**config.mk**
```make
export PLATFORM = sky130hd
export DESIGN_NAME = uart_transmitter
export DESIGN_NICKNAME = d
export VERILOG_FILES = /design/src/rtl/uart_transmitter.sv
export SDC_FILE = /design/constraint.sdc
export NUM_CORES = 1
export LEC_CHECK = 0
export ABC_CLOCK_PERIOD_IN_PS = 2700
export BUFFER_PORTS_ARGS = -buffer_cell sky130_fd_sc_hd__buf_2
export CORE_AREA = 10 10 71 73
export DETAILED_ROUTE_END_ITERATION = 16
export DIE_AREA = 0 0 81 83
export PLACE_DENSITY = 0.89
export SLEW_MARGIN = 40
export SYNTH_ARGS = -nofsm -noshare
export SYNTH_HDL_FRONTEND = slang
export SYNTH_SLANG_ARGS = --single-unit
export TNS_END_PERCENT = 30
```
**constraint.sdc**
```tcl
create_clock -name clk_16bd -period 2.7 [get_ports clk_16bd]
set_input_delay 0 -clock clk_16bd [delete_from_list [all_inputs] [get_ports clk_16bd]]
set_output_delay 0 -clock clk_16bd [all_outputs]
set_load 0.01 [all_outputs]
```
**src/rtl/uart_transmitter.sv**
```systemverilog
// UART transmit engine: start, data (LSB first), optional parity, 1 or 2 stop bits.
// Define UART_TX_BREAK_EN to add the send_break input and a line-break state.
module uart_transmitter #(
  parameter int OVERSAMPLE = 16
`ifdef UART_TX_BREAK_EN
  , parameter int BREAK_BITS = 13
`endif
) (
  input  logic       clk_16bd,
  input  logic       rst,
  input  logic       parity,
  input  logic       parity_type,
  input  logic       stop_bits,
  input  logic [3:0] frame_length,
  input  logic [8:0] data,
  input  logic       data_valid,
`ifdef UART_TX_BREAK_EN
  input  logic       send_break,
`endif
  output logic       ready,
  output logic       Tx,
  output logic       tx_done,
  output logic [2:0] state_o
);

  localparam int TW = $clog2(OVERSAMPLE);

  typedef enum logic [2:0] {
    S_IDLE, S_START, S_DATA, S_PARITY, S_STOP1, S_STOP2
`ifdef UART_TX_BREAK_EN
    , S_BREAK, S_BRK_STOP
`endif
  } state_e;

  state_e        state_q, state_d;
  logic [TW-1:0] tick_q, tick_d;
  logic [7:0]    bit_q, bit_d;
  logic [8:0]    shift_q, shift_d;
  logic [3:0]    len_q, len_d;
  logic          par_en_q, par_en_d;
  logic          par_bit_q, par_bit_d;
  logic          stop2_q, stop2_d;
  logic          tx_q, tx_d;

  logic [3:0] len_c;
  logic [8:0] data_c;
  logic       bit_end;

  // Handshake: a word transfers on the rising edge where data_valid and ready are
  // both high; ready is high exactly while the engine sits in IDLE.
  assign ready   = (state_q == S_IDLE);
  assign Tx      = tx_q;
  assign state_o = state_q;

  always_comb begin
    len_c   = (frame_length < 4'd5) ? 4'd5 : (frame_length > 4'd9) ? 4'd9 : frame_length;
    data_c  = data & (9'h1FF >> (4'd9 - len_c));
    bit_end = (tick_q == TW'(OVERSAMPLE - 1));
  end

  always_comb begin
    state_d   = state_q;
    tick_d    = tick_q + 1'b1;
    bit_d     = bit_q;
    shift_d   = shift_q;
    len_d     = len_q;
    par_en_d  = par_en_q;
    par_bit_d = par_bit_q;
    stop2_d   = stop2_q;
    tx_d      = tx_q;
    tx_done   = 1'b0;
    case (state_q)
      S_IDLE: begin
        tick_d = '0;
        bit_d  = '0;
        tx_d   = 1'b1;
`ifdef UART_TX_BREAK_EN
        if (send_break) begin
          state_d = S_BREAK;
          tx_d    = 1'b0;
        end else
`endif
        if (data_valid) begin
          state_d   = S_START;
          tx_d      = 1'b0;
          shift_d   = data_c;
          len_d     = len_c;
          par_en_d  = parity;
          par_bit_d = (^data_c) ^ parity_type;
          stop2_d   = stop_bits;
        end
      end
      S_START: if (bit_end) begin
        state_d = S_DATA;
        bit_d   = '0;
        tx_d    = shift_q[0];
      end
      S_DATA: if (bit_end) begin
        if (bit_q == {4'b0, len_q} - 8'd1) begin
          state_d = par_en_q ? S_PARITY : S_STOP1;
          tx_d    = par_en_q ? par_bit_q : 1'b1;
        end else begin
          bit_d   = bit_q + 8'd1;
          shift_d = shift_q >> 1;
          tx_d    = shift_q[1];
        end
      end
      S_PARITY: if (bit_end) begin
        state_d = S_STOP1;
        tx_d    = 1'b1;
      end
      S_STOP1: if (bit_end) begin
        state_d = stop2_q ? S_STOP2 : S_IDLE;
        tx_done = !stop2_q;
      end
      S_STOP2: if (bit_end) begin
        state_d = S_IDLE;
        tx_done = 1'b1;
      end
`ifdef UART_TX_BREAK_EN
      S_BREAK: if (bit_end) begin
        if (bit_q == 8'(BREAK_BITS - 1)) begin
          state_d = S_BRK_STOP;
          bit_d   = '0;
          tx_d    = 1'b1;
        end else begin
          bit_d = bit_q + 8'd1;
        end
      end
      S_BRK_STOP: if (bit_end) begin
        state_d = S_IDLE;
        tx_done = 1'b1;
      end
`endif
      default: begin
        state_d = S_IDLE;
        tx_d    = 1'b1;
      end
    endcase
  end

  always_ff @(posedge clk_16bd or posedge rst) begin
    if (rst) begin
      state_q   <= S_IDLE;
      tick_q    <= '0;
      bit_q     <= '0;
      shift_q   <= '0;
      len_q     <= 4'd5;
      par_en_q  <= 1'b0;
      par_bit_q <= 1'b0;
      stop2_q   <= 1'b0;
      tx_q      <= 1'b1;
    end else begin
      state_q   <= state_d;
      tick_q    <= tick_d;
      bit_q     <= bit_d;
      shift_q   <= shift_d;
      len_q     <= len_d;
      par_en_q  <= par_en_d;
      par_bit_q <= par_bit_d;
      stop2_q   <= stop2_d;
      tx_q      <= tx_d;
    end
  end

endmodule

```
== Yosys cells after proc, flatten, opt, wreduce, memory -nomap -nowiden ==
Index checks and enable logic that the tools add are counted.
Cells by class
  add/subtract/negate cells: 4
  $lt $le $gt $ge: 2
  eq/ne operators: 15
  shift operators: 1
  mux-type cells: 31
  bitwise gates (word level): 3
  reduce and logical (&&, ||, !) cells: 11
Operator list (count)
  3-bit two-way mux: 9
  9-bit two-way mux: 3
  8-bit two-way mux: 3
  8-bit case mux with 3 select lines: 1
  3-bit case mux with 6 select lines: 1
  9-bit case mux with 2 select lines: 1
  2-bit != test, second input constant: 8
  4-bit two-way mux: 3
  4-bit AND reduction: 3
  9-bit bitwise AND: 1
  9-bit parity: 1
  9-bit by 4-bit >> shifter with 9-bit output, first input constant: 1
  8-bit by 1-bit adder with 8-bit output, second input constant: 1
  8-bit == test: 1
  1-bit two-way mux: 8
  7-bit AND reduction: 1
  3-bit by 2-bit == test with 1-bit output, second input constant: 2
  3-bit == test, second input constant: 2
  1-bit case mux with 5 select lines: 1
  4-bit by 1-bit subtractor with 5-bit output, second input constant: 1
  4-bit by 1-bit adder with 4-bit output, second input constant: 1
  4-bit == test, second input constant: 1
  4-bit > comparator, second input constant: 1
  4-bit by 3-bit < comparator with 1-bit output, second input constant: 1
  11 further kinds: 11
Word-level totals
  flip-flop bits (word level): 32
  bits of input ports: 19
  output and inout port bits: 6
  word-level logic and storage cells: 76

== Logic depth before layout (Yosys ltp) ==
Gate-level depths: netlist (run 1).
  word-level depth: 8
  mapped depth: 10
  mapped depth without buffers: 9

== Worst setup path before layout (run 1) ==
OpenSTA, ideal clock, no wires.
  path kind: register -> register
  start: register len_q[0]
  end: register shift_q[2]
  setup time: 0.125 ns
  data arrival time: 1.948 ns
  required time: 2.575 ns
  path slack: 0.628 ns
  cell stages (with the launch flop): 8
  buffers on the path: 0
  period minus slack after synthesis: 2.072 ns
  cell sequence: dfstp_2 inv_1 ha_1 xnor2_1 nor3_1 a31oi_1 o22ai_2 mux2_2
Between the ends
  longest elaborated chain between the ends: 4
Ends and longest elaborated chain
  start, declared: RTL line 39  | logic [3:0] len_q, len_d;
  start signal, assigned: RTL line 158  | len_q <= len_d;
  4-bit by 1-bit subtractor with 5-bit output: RTL line 99  | if (bit_q == {4'b0, len_q} - 8'd1) begin
  8-bit == test: RTL line 99
  2-bit != test (no line)
  4-bit AND reduction (no line)
  end signal, assigned: RTL line 157  | shift_q <= shift_d;
  end, declared: RTL line 38  | logic [8:0] shift_q, shift_d;
No other way between the ends.
A chain may end at the register's enable or synchronous reset.

== Final worst setup path (run 1) ==
  start: register len_q[0]
  end: register shift_q[6]
Same word-level chain as after synthesis.

==> impl_metrics.tcl, run 1 <==
set metrics [dict create \
    critPathLaunchType "register" \
    post-route-util 0.652 \
    clock-sinks 32 \
    min_from "frame_length[3]" \
    hold_violations 0 \
    final.setup_skew_ps 9.75 \
    dp_slack_ps 351 \
    overflow 0 \
    vias 1784 \
    initial_core_util 0.572 \
    syn_area_per_cell_um2 9.31 \
    netlist_area_um2 2080 \
    num_io_pins 25 \
    cts_buffer_depth 2 \
    clk_pin_slew_ps 70 \
    io_buffers 24 \
    crit_start "len_q[0]$_DFFE_PP1P_" \
    yosys.area.top_type "dfrtp_1" \
    die_x_um 81 \
    ctsResizeCount 0 \
    yosys_warnings 0 \
    grt_max_degree 33 \
    ys_ff_latch 32 \
    dieArea_um2 6720 \
    hp-class "input pin to register" \
    crit_required_ps 2870 \
    grt_usage 0.150 \
    dp_hpwl_um 3420 \
    p_leak_nw 1.07 \
    postSynthCellCount 223 \
    slew_headroom 0.673 \
    cts_tree "built" \
    first_iter_violations 186 \
    die_h_um 83 \
    rr_startpoint "len_q[0]$_DFFE_PP1P_" \
    syn_to_final_growth_pct 14.0 \
    synth-edff-count 0 \
    clkLatencyLatePin_ps 290 \
    seq_area_um2 805 \
    synth-main-ff-cell "dfrtp_1" \
    synth_top_area_share 0.349 \
    cellPowerDensity_nw_per_um2 859 \
    drcViolationCount 0 \
    vias_per_cell 5.93 \
    timing.fmax_mhz 423 \
    period_minus_slack_ps 2360 \
    maxCapViolCount 0 \
    critPathKind "register to register" \
    min_period_over_period 0.876 \
    seq_area_frac_synth 0.387 \
    maxSlewViolCount 0 \
    rsz0062_at_grt "no" \
    yosysMostFrequentCell "dfrtp_1" \
    gp_congestion 0.834 \
    detail-route-antenna-nets 0 \
    synth_area_leaders "dfrtp_1, nand2_1, o21ai_0, dfstp_2, nor2_1" \
    crit_fanout 10 \
    wirelength_um 4870 \
    final_nets 276 \
    htreeDepth 2 \
    drive_gt1_frac 0.213 \
    rows 22 \
    grt_pass1_wl_um 8260 \
    multi_input_area_um2 1170 \
    worst_setup_path_end_kind "register" \
    fin_ws_ps 336 \
    routedWlPerCell_um 16.2 \
    grt_antenna_before_repair 0 \
    grt_pass1_vias 1799 \
    root_buffer "clkbuf_8" \
    fin_setup_tns_ps 0 \
    syn-num-nets 247 \
    ys_types 59 \
    arrival_ps 2540 \
    dr.pass1.iters 4 \
    synthArstFlopShare 1.00 \
    setup_viol 0 \
    power_w 0.00203 \
    synth_common_cells "dfrtp_1, nand2_1, nor2_1" \
    core_um2 3630 \
    status "completed" \
    vdd_drop_max_v 0.000614 \
    numCtsBuffers 5 \
    worst_pin_slew_ps 490 \
    antennaDiodeCount 0 \
    fillCellCount 305 \
]
==> layout make-up <==
class                           count  area share
Clock buffer                        6      0.0307
Clock inverter                      2      0.0148
Inverter                           10      0.0159
Multi-Input combinational cell    171       0.494
Sequential cell                    32       0.340
Tap cell                           48      0.0254
Timing Repair Buffer               32      0.0793
==> path summary, 6_finish.rpt <==
check                                         endpoint  slack, ps  cells past startpoint
max in group asynchronous         len_q[2]$_DFFE_PP1P_       2050                      4
worst min-delay path              len_q[2]$_DFFE_PP1P_         10                      2
worst max-delay path            shift_q[6]$_DFFE_PP0P_        340                      7
worst min register to register     tick_q[0]$_DFF_PP0_        470                      1
min in group asynchronous       shift_q[7]$_DFFE_PP0P_        320                      4
worst max register to register  shift_q[6]$_DFFE_PP0P_        340                      7
==> routing by layer <==
metal  part of all wire  GRT usage  routed length [um]  vias up
met2               0.51      0.247                2480       56
met1               0.41      0.175                1980      852
met5                  0          0                   0        -
met4              0.025     0.0673                 124        0
li1                   -          -                   -      865
met3              0.058     0.0399                 284       11
==> what timing repair did <==
item                      4_1_cts  5_1_grt
hold buffers                    3        0
buffers inserted                0        0
hold endpoints to repair       31        0
==> layout by cell type (no fill, tap or decap), types with 2 or more instances in the layout <==
cell type      Yosys  final
dfrtp_1           29     29
nand2_1           24     24
buf_2              1     24
nor2_1            18     18
o21ai_0           16     16
a21oi_1           11     11
inv_1              9      9
nand2b_1           7      7
nand3_1            7      7
xnor2_1            7      7
xor2_1             5      5
mux2_2             5      5
ha_1               5      5
clkbuf_8           0      5
buf_4              3      5
nor3_1             4      4
dfstp_2            3      3
nor3b_1            3      3
mux2i_1            3      3
a32o_1             3      3
nor4_1             3      3
o31ai_1            3      3
dlygate4sd3_1      0      3
or3_1              2      2
or4_1              2      2
nand4_1            2      2
and3_1             2      2
nor2b_1            2      2
a22o_1             2      2
a32oi_1            2      2
o21ai_1            2      2
o211ai_1           2      2
a21boi_1           2      2
a21o_1             2      2
a22oi_1            2      2
==> through the flow <==
step / hold WS, ps / cell area (um^2) / std cells
after floorplan: 114 / 2080 / 223
after global placement: 97.6 / 2230 / 290
after detailed placement: 103 / 2230 / 290
after CTS: 3.16 / 2370 / 301
after global routing: 16.8 / 2370 / 301
final: 11.0 / 2370 / 301
==> logic make-up after synthesis <==
group                      Yosys count  share of synthesized area
xor gates and xnor gates            14                     0.0729
buffers and inverters               20                     0.0494
adders and majority gates            5                     0.0301
DFF                                 32                      0.387
and+or+nand+nor                     86                      0.228
muxes                                8                     0.0416
AOI/OAI and AO/OA                   58                      0.191
==> registers in the layout, indices dropped and copies added, names as in the netlist <==
signal / flops
par_bit_q: 1
par_en_q: 1
tick_q: 4
len_q: 4
state_o: 3
stop2_q: 1
Tx: 1
shift_q: 9
bit_q: 8
==> worst max-delay path, cell delays in order (launching register included) <==
cell	delay, ps
dfstp_2	560
inv_1	60
ha_1	300
xnor2_1	120
nor3_1	280
a31oi_1	160
o22ai_2	360
mux2_2	390
==> report_power, final <==
group          switching, W  internal, W
clock network      0.000187     0.000274
registers          0.000146     0.000657
logic              0.000417     0.000354
(Power assumes the default switching activity.)
==> inputs of run 2 (changes only) <==
==> constraint.sdc (replaced) <==
create_clock -name clk_16bd -period 2.7 [get_ports clk_16bd]
set_input_delay 0.27 -clock clk_16bd [delete_from_list [all_inputs] [get_ports clk_16bd]]
set_output_delay 0.27 -clock clk_16bd [all_outputs]
set_load 0.01 [all_outputs]
==> run 2 against run 1 <==
  * Maximum frequency fell by 1.8%
  * Die area unchanged
  * Sequential share of layout area grew 0.054 points
  * Critical path depth up 2
  * Cell area shrank 0.16%
  * Clock skew up 1.8 ps
  * Power up 2.4%
  * Clock-buffer cell count grew 1
  * Combinational power up 0.5%
  * Utilization is 0.10 points lower
==> impl_metrics.tcl, run 2 (synthesis results as in run 1) <==
set metrics [dict create \
    status "completed" \
    htreeDepth 2 \
    grt_pass1_wl_um 7760 \
    rows 22 \
    vdd_drop_max_v 0.000554 \
    hold_violations 0 \
    clkLatencyLatePin_ps 290 \
    top_regs "shift_q (9), bit_q (8)" \
    post_cts_buffers 0 \
    min_period_over_period 0.892 \
    dieArea_um2 6720 \
    regMostFlops "shift_q" \
    num_io_pins 25 \
    fillCellCount 300 \
    vias_per_cell 5.85 \
    worst_pin_slew_ps 598 \
    die_h_um 83 \
    cts_hold_buf 0 \
    largest_register_ffs 9 \
    maxSlewViolCount 0 \
    cts_tree "built" \
    critPathKind "register to register" \
    rr_startpoint "len_q[0]$_DFFE_PP1P_" \
    worst_setup_path_end_kind "register" \
    routedWlPerCell_um 15.7 \
    first_iter_violations 136 \
    crit_start "len_q[0]$_DFFE_PP1P_" \
    gp_congestion 0.851 \
    vias 1749 \
    cellPowerDensity_nw_per_um2 881 \
    grt_max_degree 22 \
    initial_core_util 0.572 \
    crit_required_ps 2870 \
    antennaDiodeCount 0 \
    die_x_um 81 \
    grt_antenna_before_repair 0 \
    final_cell_mix "dfrtp_1, nand2_1, buf_2, nor2_1, o21ai_0" \
    fin_setup_tns_ps 0 \
    final_nets 274 \
    clock-sinks 32 \
    numCtsBuffers 5 \
    dr.pass1.iters 4 \
    cts_buffer_depth 2 \
    setup_viol 0 \
    overflow 0 \
    mostFrequentLayoutCell "dfrtp_1" \
    io_buffers 24 \
    syn_to_final_growth_pct 13.8 \
    wirelength_um 4700 \
    p_leak_nw 1.07 \
    maxCapViolCount 0 \
    critPathLaunchType "register" \
    dp.cells 291 \
    rsz0062_at_grt "no" \
    drive_gt1_frac 0.223 \
    detail-route-antenna-nets 0 \
    arrival_ps 2580 \
    final.setup_skew_ps 11.5 \
    root_buffer "clkbuf_8" \
    period_minus_slack_ps 2410 \
    drcViolationCount 0 \
    slew_headroom 0.601 \
    clk_pin_slew_ps 70 \
    grt_usage 0.141 \
    core_um2 3630 \
    fin_cells 299 \
    dp_hpwl_um 3500 \
    ctsResizeCount 0 \
    grt_pass1_vias 1734 \
    hp-class "input pin to asynchronous set/reset pin" \
    timing.fmax_mhz 415 \
    crit_fanout 10 \
]
run 2: changes by cell type in the layout (fill, tap and decap cells not counted):
| cell | delta |
|---|---|
| clkinv_2 | -1 |
| clkbuf_8 | +2 |
| dlygate4sd3_1 | -3 |
| clkbuf_1 | -1 |
| buf_4 | +1 |
run 2: per-layer routing:
metal	GRT usage	part of all wire	up-vias
met5	0	0	-
met4	0.0532	0.020	0
met3	0.0539	0.072	10
met2	0.216	0.47	54
met1	0.171	0.44	824
li1	-	-	861
run 2: path summary, 6_finish.rpt:
kind,cells after the start,endpoint,slack [ps]
max in group asynchronous,3,len_q[2]$_DFFE_PP1P_,1940
min in group clk_16bd,3,par_en_q$_DFFE_PP0P_,200
worst min register to register,1,tick_q[0]$_DFF_PP0_,460
worst max register to register,9,shift_q[5]$_DFFE_PP0P_,290
worst min-delay path,2,shift_q[1]$_DFFE_PP0P_,30
worst max-delay path,9,shift_q[5]$_DFFE_PP0P_,290
run 2: final cells by class:
class,instances,area [um^2],share of cell area
timing repair buffer,30,165,0.0699
sequential,32,805,0.340
tap,48,60.1,0.0254
clock buffer,7,96.3,0.0408
multi-input combinational,171,1170,0.495
inverter,10,37.5,0.0159
clock inverter,1,30.0,0.0127
run 2: per-stage QoR:
| step | worst slack (ps) | hold slack [ps] | instance area (um^2) | total power (W) | util |
|---|---|---|---|---|---|
| after floorplan | 527 | 384 | 2080 | 0.00139 | - |
| after global placement | 367 | 359 | 2240 | 0.00153 | 0.616 |
| after detailed placement | 317 | 368 | 2240 | 0.00157 | 0.616 |
| after CTS | 311 | 57.0 | 2360 | 0.00208 | 0.650 |
| after global routing | 145 | 84.1 | 2360 | 0.00222 | 0.650 |
| final | 292 | 34.1 | 2360 | 0.00208 | 0.650 |
run 2: report_power, final:
group | switching, W | internal [W]
logic | 0.000417 | 0.000357
clock network | 0.000183 | 0.000326
registers | 0.000143 | 0.000657
run 2: critical path: stages, from the launching register on:
cell and delay [ps]:
dfstp_2 560, inv_1 60, ha_1 300, xnor2_1 130, nor3_1 270, a31oi_1 180, o22ai_2 370, buf_4 210
a21oi_1 50, a21o_1 160
==> inputs of run 3 (changes only) <==
Settings changed: CORE_AREA 10 10 71 73 to 10 10 81 65, DIE_AREA 0 0 81 83 to 0 0 91 75, PLACE_DENSITY 0.89 to 0.88.
==> run 3 against run 2 <==
  * Non-clock buffer count stayed put
  * Worst hold slack better by 15 ps
  * Critical endpoint is now shift_q[7]$_DFFE_PP0P_
  * Highest routed layer unchanged
  * Maximum frequency hardly changed
  * Routed wire length is 1.6% lower
==> impl_metrics.tcl, run 3 (synthesis results as in run 1) <==
set metrics [dict create \
    status "completed" \
    grt_max_degree 33 \
    post_cts_buffers 0 \
    clkLatencyLatePin_ps 300 \
    grt_use_met2 0.211 \
    dp.cells 295 \
    fin_setup_tns_ps 0 \
    top_usage_layer "met2" \
    final.setup_skew_ps 5.41 \
    critPathMaxStageDelay_ps 560 \
    rsz0062_at_grt "no" \
    cellPowerDensity_nw_per_um2 833 \
    hold_violations 0 \
    p_leak_nw 1.06 \
    num_io_pins 25 \
    crit_chain "inv_1 -> ha_1 -> xnor2_1 -> nor3_1 -> a31oi_1 -> o22ai_2 -> mux2_2" \
    crit_path_top_delay_cell "dfstp_2" \
    syn_to_final_growth_pct 12.4 \
    cts_tree "built" \
    vias_per_cell 5.87 \
    overflow 0 \
    grt_antenna_before_repair 0 \
    grt_pass1_vias 1696 \
    critPathKind "register to register" \
    grt_usage 0.139 \
    cts_buffer_depth 2 \
    crit_start "len_q[0]$_DFFE_PP1P_" \
    dieArea_um2 6830 \
    gp_congestion 0.872 \
    first_iter_violations 118 \
    crit_family "compound AO/OA/AOI/OAI gates" \
    critPathLaunchType "register" \
    antennaDiodeCount 0 \
    r2r_slack_ps 290 \
    detail-route-antenna-nets 0 \
    regMostFlops "shift_q" \
    crit_fanout 12 \
    htreeDepth 2 \
    arrival_ps 2590 \
    mostFrequentLayoutCell "dfrtp_1" \
    vias 1778 \
    rows 19 \
    core_um2 3660 \
    top_regs "shift_q (9), bit_q (8)" \
    rr_startpoint "len_q[0]$_DFFE_PP1P_" \
    worst_setup_path_end_kind "register" \
    post-route-util 0.638 \
    crit_required_ps 2880 \
    r2r_cells 7 \
    initial_core_util 0.567 \
    min_period_over_period 0.891 \
    routedWlPerCell_um 15.3 \
    slew_headroom 0.655 \
    maxCapViolCount 0 \
    wirelength_um 4620 \
    largest_register_ffs 9 \
    clk_pin_slew_ps 60 \
    fin_cells 303 \
    dp_hpwl_um 3500 \
    clock-sinks 32 \
    die_x_um 91 \
    final_cell_mix "dfrtp_1, nand2_1, buf_2, nor2_1, o21ai_0" \
    setup_viol 0 \
    numCtsBuffers 5 \
    ctsResizeCount 0 \
    io_buffers 24 \
    vdd_drop_max_v 0.000631 \
    crit_cells 7 \
    period_minus_slack_ps 2410 \
    root_buffer "clkbuf_8" \
    worst_pin_slew_ps 518 \
    grt_pass1_wl_um 7710 \
    maxSlewViolCount 0 \
    cts_hold_buf 0 \
    grt_use_met1 0.180 \
    dr.pass1.iters 4 \
    grtUsageMet3 0.0338 \
    drcViolationCount 0 \
    drive_gt1_frac 0.223 \
    hp-class "input pin to asynchronous set/reset pin" \
    timing.fmax_mhz 415 \
    die_h_um 75 \
    final_nets 274 \
    crit_buf_inv 1 \
]
run 3: tightest hold or removal path, cell delays in order:
cell,delay [ps]
buf_2,90
inv_1,40
buf_4,350
run 3: path summary, 6_finish.rpt:
kind,endpoint
worst max-delay path,shift_q[7]$_DFFE_PP0P_
worst min-delay path,len_q[3]$_DFFE_PP0P_
worst max register to register,shift_q[7]$_DFFE_PP0P_
worst min register to register,shift_q[0]$_DFFE_PP0P_
max in group asynchronous,len_q[0]$_DFFE_PP1P_
min in group clk_16bd,par_en_q$_DFFE_PP0P_
run 3: where the power goes:
| part | total [W] | switching (W) | leakage, nW | internal (W) |
|---|---|---|---|---|
| logic | 0.000763 | 0.000406 | 0.593 | 0.000357 |
| clock network | 0.000380 | 0.000177 | 0.0510 | 0.000203 |
| registers | 0.000802 | 0.000145 | 0.412 | 0.000657 |
run 3: final cells by class:
class | instances | area (um^2)
Sequential cell | 32 | 805
Fill cell | 324 | 1330
Clock inverter | 2 | 10.0
Timing Repair Buffer | 30 | 165
Clock buffer | 6 | 82.6
Inverter | 10 | 37.5
Tap cell | 52 | 65.1
Multi-Input combinational cell | 171 | 1170
run 3: stage by stage:
stage / hold slack, ps / worst slack (ps) / instance area, um^2 / total power, W
floorplan: 384 / 527 / 2080 / 0.00139
global placement: 367 / 347 / 2240 / 0.00153
detailed placement: 369 / 273 / 2240 / 0.00156
CTS: 53.5 / 312 / 2330 / 0.00196
global route: 91.2 / 164 / 2330 / 0.00209
finish: 49.3 / 293 / 2330 / 0.00194
run 3: metal layers:
metal / part of all wire / wire length [um] / vias to the layer above
met1: 0.48 / 2210 / 856
met4: 0.017 / 78 / 0
met2: 0.46 / 2130 / 45
met5: 0 / 0 / -
met3: 0.044 / 203 / 9
li1: - / - / 868
